$ cat src/rtl/mem_arbiter.sv
// Two-requester (CPU/DMA) round-robin arbiter in front of a single-port synchronous RAM.
// Latency: gnt 1 cycle after the sampling edge, write committed 1 cycle later, rvalid 3 cycles after sampling.
// Backpressure: requests are sampled only in IDLE; a requester holds its request until it sees its gnt.
module mem_arbiter #(
  parameter int ADDR_W = 9,
  parameter int DATA_W = 32
) (
  input  logic              clk,
  input  logic              reset,
  input  logic              cpu_req,
  input  logic              cpu_we,
  input  logic [ADDR_W-1:0] cpu_addr,
  input  logic [DATA_W-1:0] cpu_wdata,
  input  logic              dma_req,
  input  logic              dma_we,
  input  logic [ADDR_W-1:0] dma_addr,
  input  logic [DATA_W-1:0] dma_wdata,
  output logic              cpu_gnt,
  output logic              dma_gnt,
  output logic              cpu_rvalid,
  output logic              dma_rvalid,
  output logic [DATA_W-1:0] cpu_rdata,
  output logic [DATA_W-1:0] dma_rdata,
  output logic [ADDR_W-1:0] mem_address,
  output logic [DATA_W-1:0] mem_data,
  output logic              mem_rden,
  output logic              mem_wren,
  input  logic [DATA_W-1:0] mem_q,
  output logic              busy
);

  typedef enum logic [1:0] {IDLE, ACCESS, RDWAIT} state_t;

  state_t              state_q;
  logic                last_dma_q;   // 1 = DMA was granted last (reset value, so CPU wins the first tie)
  logic                owner_dma_q;  // requester that owns the access in flight
  logic                cpu_gnt_q, dma_gnt_q;
  logic                cpu_rvalid_q, dma_rvalid_q;
  logic [DATA_W-1:0]   cpu_rdata_q, dma_rdata_q;
  logic [ADDR_W-1:0]   mem_address_q;
  logic [DATA_W-1:0]   mem_data_q;
  logic                mem_rden_q, mem_wren_q;
  logic                busy_q;

  logic                pick_dma_d;
  logic                sel_we_d;
  logic [ADDR_W-1:0]   sel_addr_d;
  logic [DATA_W-1:0]   sel_wdata_d;

  // Round-robin winner: DMA wins if it is alone, or on a tie when the CPU was granted last.
  always_comb begin
    pick_dma_d  = dma_req && (!cpu_req || !last_dma_q);
    sel_we_d    = pick_dma_d ? dma_we    : cpu_we;
    sel_addr_d  = pick_dma_d ? dma_addr  : cpu_addr;
    sel_wdata_d = pick_dma_d ? dma_wdata : cpu_wdata;
  end

  // FSM with fully registered outputs; pulses default low each cycle.
  always_ff @(posedge clk) begin
    if (reset) begin
      state_q       <= IDLE;
      last_dma_q    <= 1'b1;
      owner_dma_q   <= 1'b0;
      cpu_gnt_q     <= 1'b0;
      dma_gnt_q     <= 1'b0;
      cpu_rvalid_q  <= 1'b0;
      dma_rvalid_q  <= 1'b0;
      cpu_rdata_q   <= '0;
      dma_rdata_q   <= '0;
      mem_address_q <= '0;
      mem_data_q    <= '0;
      mem_rden_q    <= 1'b0;
      mem_wren_q    <= 1'b0;
      busy_q        <= 1'b0;
    end else begin
      cpu_gnt_q    <= 1'b0;
      dma_gnt_q    <= 1'b0;
      cpu_rvalid_q <= 1'b0;
      dma_rvalid_q <= 1'b0;
      case (state_q)
        IDLE: begin
          if (cpu_req || dma_req) begin
            state_q       <= ACCESS;
            busy_q        <= 1'b1;
            owner_dma_q   <= pick_dma_d;
            last_dma_q    <= pick_dma_d;
            mem_address_q <= sel_addr_d;
            mem_data_q    <= sel_wdata_d;
            mem_wren_q    <= sel_we_d;
            mem_rden_q    <= !sel_we_d;
            cpu_gnt_q     <= !pick_dma_d;
            dma_gnt_q     <= pick_dma_d;
          end
        end
        ACCESS: begin
          // The RAM acts on the enables at this edge; a read then waits one cycle for mem_q.
          mem_rden_q <= 1'b0;
          mem_wren_q <= 1'b0;
          if (mem_rden_q) begin
            state_q <= RDWAIT;
          end else begin
            state_q <= IDLE;
            busy_q  <= 1'b0;
          end
        end
        RDWAIT: begin
          if (owner_dma_q) begin
            dma_rdata_q  <= mem_q;
            dma_rvalid_q <= 1'b1;
          end else begin
            cpu_rdata_q  <= mem_q;
            cpu_rvalid_q <= 1'b1;
          end
          state_q <= IDLE;
          busy_q  <= 1'b0;
        end
        default: begin
          state_q    <= IDLE;
          busy_q     <= 1'b0;
          mem_rden_q <= 1'b0;
          mem_wren_q <= 1'b0;
        end
      endcase
    end
  end

  assign cpu_gnt     = cpu_gnt_q;
  assign dma_gnt     = dma_gnt_q;
  assign cpu_rvalid  = cpu_rvalid_q;
  assign dma_rvalid  = dma_rvalid_q;
  assign cpu_rdata   = cpu_rdata_q;
  assign dma_rdata   = dma_rdata_q;
  assign mem_address = mem_address_q;
  assign mem_data    = mem_data_q;
  assign mem_rden    = mem_rden_q;
  assign mem_wren    = mem_wren_q;
  assign busy        = busy_q;

endmodule

$ cat config.mk
export PLATFORM = sky130hd
export DESIGN_NAME = mem_arbiter
export DESIGN_NICKNAME = d
export VERILOG_FILES = /design/src/rtl/mem_arbiter.sv
export SDC_FILE = /design/constraint.sdc
export NUM_CORES = 1
export LEC_CHECK = 0
export ABC_AREA = 1
export CORE_MARGIN = 2
export CORE_UTILIZATION = 35
export DETAILED_ROUTE_END_ITERATION = 8
export PLACE_DENSITY = 0.72
export REMOVE_ABC_BUFFERS = 1
export SLEW_MARGIN = 25
export SYNTH_ARGS = -nofsm -noshare
export SYNTH_HDL_FRONTEND = slang
export SYNTH_SLANG_ARGS = --single-unit
$ cat constraint.sdc
create_clock -name clk -period 1.3 [get_ports clk]
set_input_delay 0.39 -clock clk [delete_from_list [all_inputs] [get_ports clk]]
set_output_delay 0.39 -clock clk [all_outputs]
set_load 0.01 [all_outputs]
==> flow_metrics.py <==
metrics = {
    "outcome": {
        "outcome": "finished, final reports clean",
    },
    "sta": {
        "min_period_over_period_pct": 97.47,
        "timing.clock.skew_ns": 0.008893,
        "setup_viol_count_final": 0,
        "final_max_slew_viol_count": 0,
        "tightest_slew_ns": 0.2853,
        "report.final.hold_viol_count": 0,
        "fmaxAchievable_ghz": 0.7892,
        "timing.slew.headroom_pct": 80.98,
        "timing.setup.tns_ns": 0,
        "post-route-worst-setup-slack_ns": 0.03294,
        "layout_min_cycle_time_ns": 1.267,
        "fin_hold_ws_ns": 0.3189,
        "grt_setup_unrepaired": "no",
    },
    "detailed_routing": {
        "drt.antenna.violating_nets": 0,
        "detail_route.wl_per_cell_um": 14.56,
        "drt_first_pass_iters": 4,
        "vias": 5560,
        "drc_errors": 0,
        "vias_per_cell": 4.785,
        "dr.first_iter.drc_count": 282,
        "totalWireLength_um": 16920,
    },
    "critical_path": {
        "arrival_ns": 0.88,
        "critPathLaunch": "dma_rdata[21]$_SDFFE_PP0P_",
        "rr_startpoint": "state_q[1]$_SDFFE_PP0N_",
        "setup.worst_path.class": "reg2out",
        "crit_path_end_kind": "output pin",
        "required_ns": 0.91,
        "startpoint_type": "flop",
        "reg_to_reg_endpoint": "mem_data[1]$_SDFFE_PP0P_",
        "worstPathBufferInverterCount": 1,
        "cp_cell_sequence": "buf_2",
        "timing.critical_path.slowest_stage_cell": "sky130_fd_sc_hd__dfxtp_1",
        "timing.critical_path.fanout_max": 2,
        "cp_num_cells": 1,
        "cp-endpoint": "dma_rdata[21]",
        "worstRegToRegCells": 8,
        "critPathMaxStageDelay_ns": 0.34,
        "rrSetupSlack_ns": 0.06,
        "cpLargestDelayFamily": "flip-flops",
    },
    "synthesis": {
        "synthTopCellsByCount": "236 x sky130_fd_sc_hd__nand2_1, 116 x sky130_fd_sc_hd__dfxtp_1, 87 x sky130_fd_sc_hd__nor2_1",
        "ys_async_sr_fraction_pct": 0,
        "ys_top_cells_by_area": "sky130_fd_sc_hd__dfxtp_1 44%, sky130_fd_sc_hd__nand2_1 17%, sky130_fd_sc_hd__nor2_1 6.2%, sky130_fd_sc_hd__a21oi_1 6.2%, sky130_fd_sc_hd__a21boi_0 4.8%",
        "synth_seq_cells": 116,
        "synth_area_leader_cell": "sky130_fd_sc_hd__dfxtp_1",
        "yosysMostFrequentCell": "sky130_fd_sc_hd__nand2_1",
        "synth_edf_count": 0,
        "synth_flop_cell": "sky130_fd_sc_hd__dfxtp_1",
        "area_share_of_the_largest_cell_type_after_synthesis_pct": 44.08,
        "synth_warnings": 0,
        "synth_area_per_cell_um2": 7.120,
        "synth_cell_type_count": 23,
        "netlist_area_um2": 5269,
        "synth.yosys.seq_area_share_pct": 44.08,
        "post_synthesis_cells": 740,
    },
    "cts": {
        "clock_tree.htree_level_count": 4,
        "clkSlewWorstSetupHoldPaths_ns": 0.05,
        "cts_num_sinks": 116,
        "cts_made_buffers": 17,
        "insertion_delay_ns": 0.41,
        "cts_tree": "built",
        "clock_root_buffer": "sky130_fd_sc_hd__clkbuf_16",
        "clk_path_buf_depth": 2,
    },
    "placed_design": {
        "port-buffer-count": 231,
        "place_congestion": 0.7968,
        "hpwl_um": 10690,
        "post_place_setup_slack_ns": -0.5354,
    },
    "die": {
        "floorplan.initialDensity_pct": 35.98,
        "die-area_um2": 16050,
        "die-height_um": 126.7,
        "floorplan.die.width_um": 126.7,
        "placement_rows": 44,
        "io_pins": 232,
        "core_region_area_um2": 14640,
    },
    "run": {
        "max-cap-violations": 0,
    },
    "pwr": {
        "power.net_switching_mw": 2.623,
        "powerDensity_nw_per_um2": 1279,
        "leakagePower_nw": 3.639,
        "power.share.switching_pct": 25.36,
        "comb_power_share_pct": 16.7,
        "ir_drop_v": 0.0008102,
        "power_report.internal_total_mw": 7.719,
        "clockPowerShare_pct": 46.2,
        "totalPowerFinal_mw": 10.34,
        "p_seq_share_pct": 37.1,
    },
    "global_route": {
        "grt_pass1_vias": 5032,
        "grt_first_pass_wirelength_um": 25840,
        "global_route_overflow": 0,
        "grt.total_usage_pct": 20.09,
        "antenna_violations_before_repair": 0,
        "largest_net_degree_at_the_start_of_global_routing": 54,
    },
    "layout": {
        "syn_to_final_growth_pct": 53.46,
        "fillerInstances": 1484,
        "finalNetCount": 1085,
        "share_of_cells_above_drive_strength_1_pct": 24.34,
        "num_antenna_cells": 0,
    },
    "hold_path": {
        "worstHoldPathType": "in2reg",
    },
}
## registers in the layout, summed over array words and instances (netlist names), 2 cells and up
register	flops
mem_data	32
mem_address	9
dma_rdata	32
state_q	2
cpu_rdata	32
## worst reg2reg max path, cell delays in order, from the launching register on
cell and delay (ns):
sky130_fd_sc_hd__dfxtp_4 0.36, sky130_fd_sc_hd__inv_1 0.08, sky130_fd_sc_hd__nand2_2 0.06, sky130_fd_sc_hd__nor2_4 0.13, sky130_fd_sc_hd__buf_12 0.15, sky130_fd_sc_hd__buf_6 0.17
sky130_fd_sc_hd__nand2_1 0.06, sky130_fd_sc_hd__nor2_1 0.09, sky130_fd_sc_hd__nor2_1 0.04
## per-stage QoR
stage / instance area [um^2] / instances / util, %
after floorplan: 4895 / 682 / -
after global placement: 7692 / 1119 / 52.53
after detailed placement: 7692 / 1119 / 52.53
after global routing: 8085 / 1162 / 55.21
final: 8085 / 1162 / 55.21
after CTS: 7812 / 1152 / 53.35
## area by class of cell
cell class | count | area, um^2 | share of cell area (%)
Multi-Input combinational cell | 520 | 2424 | 29.98
Tap cell | 184 | 230.2 | 2.847
Inverter | 47 | 178.9 | 2.213
Timing Repair Buffer | 263 | 2260 | 27.95
Clock buffer | 20 | 456.7 | 5.648
Sequential cell | 116 | 2382 | 29.46
Clock inverter | 12 | 153.9 | 1.903
## logic make-up after synthesis
logic type,count (synthesis),synth area share [%]
and+or+nand+nor,412,33.10
DFF,116,44.08
AOI/OAI and AO/OA,107,12.32
buffers and inverters,105,10.50
## cell usage in the layout, fill, tap and decap left out, drive strengths merged
master,instances
clkbuf,23
o21ai,1
a21oi,65
nand3b,3
clkinvlp,3
dlygate4sd2,1
clkdlybuf4s50,116
nand2,238
a21boi,41
bufinv,3
clkinv,5
dfxtp,116
nand4,32
inv,48
nand3,48
buf,143
nor2,92
## power groups by stage
| stage | sequential, mW | clock (mW) | combinational (mW) |
|---|---|---|---|
| final | 3.84 | 4.78 | 1.72 |
| after global routing | 3.86 | 5.06 | 1.90 |
| after floorplan | 3.98 | 0 | 0.596 |
| after CTS | 3.83 | 4.88 | 1.59 |
| after global placement | 3.90 | 0 | 1.71 |
| after detailed placement | 3.90 | 0 | 1.72 |
## routing by layer
| layer | track usage (%) | share of wire (%) |
|---|---|---|
| met2 | 31.92 | 45 |
| met3 | 8.604 | 11 |
| met4 | 6.658 | 1.7 |
| met5 | 0 | 0 |
| met1 | 24.63 | 42 |
## what timing repair did
item | 4_1_cts | 5_1_grt
setup buffers | 0 | 5
pin swaps | 0 | 2
hold buffers | 0 | 0
hold endpoints to repair | 0 | 0
cloned | 1 | 5
resized for setup | 480 | 43
setup endpoints to repair | 187 | 97
## worst min-delay path by stage
stage	start	end	cells after the start
after CTS	reset	state_q[0]$_SDFFE_PP0N_	2
after detailed placement	dma_rdata[14]$_SDFFE_PP0P_	dma_rdata[14]$_SDFFE_PP0P_	2
final	reset	state_q[0]$_SDFFE_PP0N_	2
after global routing	reset	state_q[0]$_SDFFE_PP0N_	2
after floorplan	last_dma_q$_SDFFE_PP1P_	last_dma_q$_SDFFE_PP1P_	2
after global placement	dma_rdata[4]$_SDFFE_PP0P_	dma_rdata[4]$_SDFFE_PP0P_	2
No activity file was read; power rests on OpenSTA's default activity.
